File: config.mk
export PLATFORM = sky130hd
export DESIGN_NAME = uart_byte_receiver
export DESIGN_NICKNAME = d
export VERILOG_FILES = /design/src/rtl/uart_byte_receiver_pkg.sv /design/src/rtl/uart_rx_sync.sv /design/src/rtl/uart_byte_receiver.sv
export SDC_FILE = /design/constraint.sdc
export NUM_CORES = 1
export LEC_CHECK = 0
export CORE_MARGIN = 1
export CORE_UTILIZATION = 51
export CTS_CLUSTER_DIAMETER = 30
export DETAILED_ROUTE_END_ITERATION = 12
export PLACE_DENSITY = 0.85
export SYNTH_ARGS = -nofsm -noshare
export SYNTH_HDL_FRONTEND = slang
export SYNTH_HIERARCHICAL = 1
export SYNTH_SLANG_ARGS = --single-unit
File: constraint.sdc
create_clock -name clk -period 1.57 [get_ports clk]
set_input_delay 0.157 -clock clk [delete_from_list [all_inputs] [get_ports clk]]
set_output_delay 0.157 -clock clk [all_outputs]
set_load 0.05 [all_outputs]
File: src/rtl/uart_byte_receiver_pkg.sv
// Shared UART definitions: receiver state encoding and the default
// baud divisor, kept here so the future transmitter uses the same rate.
package uart_byte_receiver_pkg;

   typedef enum logic [1:0] {
      IDLE  = 2'd0,
      START = 2'd1,
      DATA  = 2'd2,
      STOP  = 2'd3
   } rxState_t;

   localparam int ClksPerBitDefault = 434;

endpackage

File: src/rtl/uart_rx_sync.sv
// Two-flop synchroniser for an asynchronous input plus falling-edge
// detect on the synchronised level; all stages reset to the idle-high value.
module uart_rx_sync (
   input  logic clk,
   input  logic rst,
   input  logic din,
   output logic level,
   output logic fallEdge
);

   logic rxS1;
   logic rxS2;
   logic rxPrev;

   always_ff @(posedge clk) begin
      if (!rst) begin
         rxS1   <= 1'b1;
         rxS2   <= 1'b1;
         rxPrev <= 1'b1;
      end else begin
         rxS1   <= din;
         rxS2   <= rxS1;
         rxPrev <= rxS2;
      end
   end

   assign level    = rxS2;
   assign fallEdge = rxPrev & ~rxS2;

endmodule

File: src/rtl/uart_byte_receiver.sv
// 8N1 UART byte receiver with mid-bit sampling; feeds the memory-word
// decoder through byteFromRx / rxByteReady / new_rx_byte_indicate.
module uart_byte_receiver
   import uart_byte_receiver_pkg::*;
#(
   parameter int clks_per_bit = ClksPerBitDefault
) (
   input  logic       clk,
   input  logic       rst,
   input  logic       rx,
   output logic [7:0] byteFromRx,
   output logic       rxByteReady,
   output logic       new_rx_byte_indicate,
   output logic       rxFrameError
);

   localparam int cnt_width = $clog2(clks_per_bit);
   localparam logic [cnt_width-1:0] HalfLast = cnt_width'(clks_per_bit / 2 - 1);
   localparam logic [cnt_width-1:0] BitLast  = cnt_width'(clks_per_bit - 1);

   rxState_t             state;
   rxState_t             stateNext;
   logic [cnt_width-1:0] counter;
   logic [cnt_width-1:0] counterNext;
   logic [2:0]           bitIdx;
   logic [2:0]           bitIdxNext;
   logic [7:0]           shiftReg;
   logic [7:0]           shiftNext;
   logic [7:0]           byteNext;
   logic                 errNext;
   logic                 indNext;
   logic                 rxLevel;
   logic                 rxFall;

   uart_rx_sync uSync (
      .clk      (clk),
      .rst      (rst),
      .din      (rx),
      .level    (rxLevel),
      .fallEdge (rxFall)
   );

   always_ff @(posedge clk) begin
      if (!rst) begin
         state                <= IDLE;
         counter              <= '0;
         bitIdx               <= '0;
         shiftReg             <= '0;
         byteFromRx           <= '0;
         rxFrameError         <= 1'b0;
         new_rx_byte_indicate <= 1'b0;
      end else begin
         state                <= stateNext;
         counter              <= counterNext;
         bitIdx               <= bitIdxNext;
         shiftReg             <= shiftNext;
         byteFromRx           <= byteNext;
         rxFrameError         <= errNext;
         new_rx_byte_indicate <= indNext;
      end
   end

   always_comb begin
      stateNext   = state;
      counterNext = counter;
      bitIdxNext  = bitIdx;
      shiftNext   = shiftReg;
      byteNext    = byteFromRx;
      errNext     = rxFrameError;
      indNext     = 1'b0;
      unique case (state)
         IDLE: begin
            // Edge-triggered so a held-low line (break) starts only one frame
            if (rxFall) begin
               stateNext   = START;
               counterNext = '0;
            end
         end
         START: begin
            if (counter == HalfLast) begin
               counterNext = '0;
               if (!rxLevel) begin
                  indNext    = 1'b1;
                  bitIdxNext = '0;
                  stateNext  = DATA;
               end else begin
                  stateNext = IDLE;
               end
            end else begin
               counterNext = counter + 1'b1;
            end
         end
         DATA: begin
            if (counter == BitLast) begin
               counterNext = '0;
               shiftNext   = {rxLevel, shiftReg[7:1]};
               bitIdxNext  = bitIdx + 1'b1;
               if (bitIdx == 3'd7) begin
                  stateNext = STOP;
               end
            end else begin
               counterNext = counter + 1'b1;
            end
         end
         STOP: begin
            if (counter == BitLast) begin
               counterNext = '0;
               byteNext    = shiftReg;
               errNext     = ~rxLevel;
               stateNext   = IDLE;
            end else begin
               counterNext = counter + 1'b1;
            end
         end
         default: stateNext = IDLE;
      endcase
   end

   assign rxByteReady = (state == IDLE);

endmodule
Yosys cells after proc, flatten, opt, wreduce, memory -nomap -nowiden
Cells that the tools add are included.
{"block": "op_classes", "n_addsub": 2, "bitwise_logic": 2, "eq_ne": 12, "mux": 16, "n_reduce_logical": 8}
{"cell": "$mux 9", "count": 3}
{"cell": "$pmux 9 s3", "count": 1}
{"cell": "$mux 2", "count": 6}
{"cell": "$ne 2x2->1 const B", "count": 5}
{"cell": "$add 9x1->9 const B", "count": 1}
{"cell": "$eq 9x8->1 const B", "count": 1}
{"cell": "$eq 9x9->1 const B", "count": 1}
{"cell": "$mux 3", "count": 3}
{"cell": "$pmux 2 s4", "count": 1}
{"cell": "$pmux 3 s2", "count": 1}
{"cell": "$reduce_and 5->1", "count": 1}
{"cell": "$eq 2x2->1 const B", "count": 2}
{"cell": "$reduce_and 2->1", "count": 2}
{"cell": "$reduce_and 4->1", "count": 1}
{"cell": "$add 3x1->3 const B", "count": 1}
{"cell": "$eq 3x3->1 const B", "count": 1}
{"cell": "$reduce_and 3->1", "count": 1}
{"cell": "$eq 2x1->1 const B", "count": 1}
{"cell": "$logic_not 2->1", "count": 1}
{"cell": "$ne 2x1->1 const B", "count": 1}
{"cell": "$reduce_bool 2->1", "count": 1}
{"cell": "$reduce_or 2->1", "count": 1}
{"cell": "$and 1x1->1", "count": 1}
{"cell": "$mux 1", "count": 1}
{"cell": "$not 1->1", "count": 1}
{"block": "totals", "output_inout_bits": 11, "inputBits": 3, "reg_bits": 35, "word_cells": 50}

Logic depth before layout (Yosys ltp)
Gate-level depths: netlist of run 1.
{"block": "depth", "ltp_word": 4, "mapped_depth": 7, "mapped_depth_nobuf": 6}

By module
Netlist of run 1, hierarchy kept.
{"mod": "uart_byte_receiver", "seq_area_each_um2": 640.6, "area_per_inst_um2": 1555.2, "cells_per_inst": 167, "n_inst": 1}
{"mod": "uart_rx_sync", "seq_area_each_um2": 60.1, "area_per_inst_um2": 85.1, "cells_per_inst": 7, "n_inst": 1}

Worst setup path after synthesis of run 1
Ideal clock, no wire load.
{"block": "synth_path", "kind": "register to register", "start": "register counter[0]", "end": "register shiftReg[7]", "stages_incl_launch_ff": 7, "path_buffers": 1, "slack_ns": 0.026, "arrival_ns": 1.416, "required_ns": 1.442, "setup_ns": 0.128, "period_less_slack_ns": 1.544, "cell_sequence": "dfxtp_1 ha_1 and4b_1 and4_4 buf_12 mux2i_1 nor2_1"}
{"block": "synth_between", "elab_chain_len": 2}
{"item": "start, declared", "line_no": "uart_byte_receiver.sv:23", "source": "logic [cnt_width-1:0] counter;"}
{"item": "start signal, assigned", "line_no": "uart_byte_receiver.sv:54", "source": "counter <= counterNext;"}
{"item": "$eq 9x9->1", "line_no": "uart_byte_receiver.sv:94", "source": "if (counter == BitLast) begin"}
{"item": "$reduce_and 2->1 (no line)"}
{"item": "end signal, assigned", "line_no": "uart_byte_receiver.sv:56", "source": "shiftReg <= shiftNext;"}
{"item": "end, declared", "line_no": "uart_byte_receiver.sv:27", "source": "logic [7:0] shiftReg;"}
Every way passes these cells.
A chain may end at the register's enable or synchronous reset.

Worst setup path in the final report of run 1
{"block": "layout_path", "start": "register counter[0]", "end": "register shiftReg[3]"}
The elaborated chain is that of the path after synthesis.

==> metrics.json, run 1 <==
{
  "synthesized_flop_and_latch_total": 35,
  "timing.final.crit_period_ns": 1.60,
  "timing.critical_path.to_type": "register",
  "worst-path-buf-inv": 0,
  "crit-reg2reg-launch": "counter[0]",
  "worst-endpoint-required_ns": 1.82,
  "layout-drive-gt1-share_pct": 30.2,
  "min_period_over_period_pct": 102,
  "ctsRootBufferMaster": "clkbuf_4",
  "criticalPathCategory": "register to register",
  "hold_fix_buffer_count_after_cts": 0,
  "max_slew.worst_pin.slew_ns": 0.378,
  "synth_top_area_share_pct": 42.7,
  "num_io_pins": 14,
  "clock_insertion_delay_worst_skew_ns": 0.36,
  "tritoncts_clock_tree": "built",
  "total_via_count_after_detailed_routing": 1430,
  "unrepaired_setup_endpoints_after_global_routing": "yes",
  "layout.core_utilization_pct": 69.1,
  "cp_slowest_cell": "dfxtp_4",
  "route.detailed.wl_per_inst_um": 15.4,
  "synth-seq-area-share_pct": 42.7,
  "crit-reg2reg-capture": "shiftReg[3]",
  "critPathMaxFanout": 7,
  "largest_net_degree_at_the_start_of_global_routing": 24,
  "num_antenna_cells": 0,
  "timing.final.hold_violations": 0,
  "initial_utilization_pct": 53.7,
  "num_rows": 20,
  "area_of_the_die_um2": 3450,
  "number_of_antenna_violations_at_the_first_check_in_global_routing": 0,
  "ctsLongestPathBuffers": 2,
  "drt-vias-per-instance": 5.74,
  "pre_cts_ws_ns": -0.134,
  "crit_path_setup_slack_layout_ns": -0.0274,
  "peakVddDrop_v": 0.000668,
  "coreArea_um2": 3050,
  "layout.cells.most_common_list": "dfxtp_1 (32), buf_4 (25), nor2_1 (20)",
  "p_leak_nw": 0.836,
  "failed_checks": "negative setup slack",
  "syn_area_um2": 1640,
  "netlist_top_cells_area": "dfxtp_1 (43%), mux2i_1 (9.8%), nor2_1 (4.6%)",
  "dp_hpwl_um": 2450,
  "growth_of_design_area_from_synthesis_to_finish_pct": 28.6,
  "global_route.overflow_total": 0,
  "cp-endpoint": "shiftReg[3]",
  "synthCells": 174,
  "power.net_switching_w": 0.000388,
  "seq_power_share_pct": 49.4,
  "postRouteAntennaNets": 0,
  "r2r_slack_ns": -0.03,
  "die_w_um": 58.7,
  "gp_congestion": 0.938,
  "synth_top_area_cell": "dfxtp_1",
  "arrival_time_of_data_at_the_critical_path_endpoint_ns": 1.84,
  "numCtsBuffers": 5,
  "grt_pass1_vias": 1284,
  "status": "finished, violations left",
  "drv.max_cap_violation_count": 0,
  "ff2ff_path_depth": 5,
  "cp-start-kind": "register",
  "share_clk_of_total_power_pct": 45.0,
  "power_density_nw_per_um2": 865,
  "cts_htree_levels": 2,
  "max-slew-margin-rel_pct": 74.7,
  "track_usage_pct": 23.4,
  "startpoint": "counter[0]",
  "combPwrFrac_pct": 5.7,
  "peak_per_stage_delay_on_the_critical_path_ns": 0.41,
  "synthesized_area_divided_by_synthesized_cell_count_um2": 9.43,
  "synth.lib_cells_used.distinct": 44,
  "die_height_um": 58.7,
  "swShare_pct": 21.2,
  "tritoncts_num_sinks": 35,
  "hold_path.class": "primary input to register",
  "hold_path.startpoint": "rx",
  "number_of_nets_in_the_final_layout": 212,
  "drc_errors": 0,
  "max_freq_mhz": 626,
  "syn-num-nets": 182,
  "drt_wl_total_um": 3840,
  "clock-skew-final_ns": 0.0240,
  "finalSetupViolCount": 1,
  "fillerInstances": 224,
  "crit_family": "simple AND/OR/NAND/NOR gates",
  "power_report.internal_total_w": 0.00144,
  "grt_pass1_wl_um": 5940,
  "buffer_ports.inserted": 13,
  "clkTransAtPathRegs_ns": 0.12,
  "synth.yosys.warnings": 6,
  "worstPathCellList": "ha_4 > and4b_2 > and4_4 > mux2i_1 > nor2_1",
  "worst-path-stages": 5,
  "drv_slew": 0,
  "dr.pass1.iters": 4,
  "drt_iter0_drc": 123,
  "commonest_non_fill_non_tap_cell_in_the_layout": "dfxtp_1"
}
[power by group through the flow]
stage | Combinational, W | Clock, W | Sequential [W]
3_3_place_gp | 0.0000831 | 0 | 0.000919
4_1_cts | 0.0000909 | 0.000824 | 0.000900
5_1_grt | 0.000110 | 0.000867 | 0.000903
6_report | 0.000104 | 0.000821 | 0.000901
3_5_place_dp | 0.0000857 | 0 | 0.000920
2_1_floorplan | 0.0000434 | 0 | 0.000919
[synth_stat cells (all sizes together)]
cell     number
a211oi        3
a21boi        1
a21oi        13
a311oi        1
a41oi         1
and2          1
and2b         1
and4          1
and4b         2
and4bb        2
buf           6
clkbuf        3
dfxtp        35
ha            5
inv           4
mux2i        16
nand2        13
nand2b        4
nand3         6
nand3b        3
nand4         2
nand4b        1
nand4bb       1
nor2         20
nor2b         2
nor3          6
nor3b         1
nor4          2
nor4b         1
o2111ai       1
o21a          2
o21ai         4
o22ai         5
o31a          2
o31ai         2
or2           1
[area by class of cell]
| type | instances | area, µm² | area share, % |
|---|---|---|---|
| clock buffer | 6 | 41.3 | 1.96 |
| inverter | 4 | 20.0 | 0.949 |
| clock inverter | 2 | 60.1 | 2.85 |
| sequential | 35 | 707 | 33.5 |
| tap | 44 | 55.1 | 2.61 |
| timing repair buffer | 31 | 270 | 12.8 |
| multi-input combinational | 127 | 956 | 45.3 |
[timing repair]
action                                  4_1_cts  5_1_grt
resized for setup                             5       24
pin swaps                                     2       12
buffers inserted                              2        1
cloned                                        1        0
endpoints found under the setup margin       19       29
[stage by stage]
stage	cell area, µm²	setup TNS [ns]	total power [W]	hold slack [ns]	std cells
detailed placement	1860	-0.940	0.00101	0.416	237
global route	2110	-0.795	0.00188	0.365	249
floorplan	1640	0	0.000963	0.230	174
finish	2110	-0.0274	0.00183	0.378	249
global placement	1860	-0.212	0.00100	0.392	237
CTS	2000	0	0.00182	0.369	248
[metal layers]
layer  up-vias  wire length [µm]  global-route usage (%)
met5         -                 0                       0
met4         0                78                    12.2
met3        10               200                    5.93
met2        46              1900                    37.1
met1       688              1660                    29.4
li1        686                 -                       -
[sequential cells by signal (all words and copies together) (netlist names), 3 cells and up, named ones only]
| register | flops |
|---|---|
| bitIdx | 3 |
| byteFromRx | 8 |
| counter | 9 |
| shiftReg | 8 |
[worst min-delay path by stage]
stage / slack, ns / endpoint / cells past startpoint
global placement: 0.39 / uSync/level / 1
global route: 0.36 / uSync/rxS1 / 2
CTS: 0.37 / uSync/rxS1 / 2
floorplan: 0.23 / uSync/level / 1
detailed placement: 0.42 / uSync/level / 1
finish: 0.38 / uSync/rxS1 / 2
[cells by family after synthesis]
family	share of synthesized area (%)
compound gates	14.6
buf+inv	5.26
mux	9.76
simple gates	23.8
fa+ha+maj	3.81
flops	42.7
No activity file was read; power rests on OpenSTA's default activity.
==> inputs of run 2 (changes only) <==
--- a/config.mk
+++ b/config.mk
@@ -5,11 +5,13 @@
 export SDC_FILE = /design/constraint.sdc
 export NUM_CORES = 1
 export LEC_CHECK = 0
+export CAP_MARGIN = 25
 export CORE_MARGIN = 1
 export CORE_UTILIZATION = 51
 export CTS_CLUSTER_DIAMETER = 30
 export DETAILED_ROUTE_END_ITERATION = 12
 export PLACE_DENSITY = 0.85
+export SLEW_MARGIN = 20
 export SYNTH_ARGS = -nofsm -noshare
 export SYNTH_HDL_FRONTEND = slang
 export SYNTH_HIERARCHICAL = 1
==> results of run 2 <==
Same layout as run 1: the final DEF is identical, and so are final timing and power.
==> inputs of run 3 (changes only) <==
--- a/config.mk
+++ b/config.mk
@@ -8,7 +8,7 @@
 export CAP_MARGIN = 25
 export CORE_MARGIN = 1
 export CORE_UTILIZATION = 51
-export CTS_CLUSTER_DIAMETER = 30
+export CTS_CLUSTER_DIAMETER = 60
 export DETAILED_ROUTE_END_ITERATION = 12
 export PLACE_DENSITY = 0.85
 export SLEW_MARGIN = 20
==> results of run 3 <==
Same layout as run 1: the final DEF is identical, and so are final timing and power.
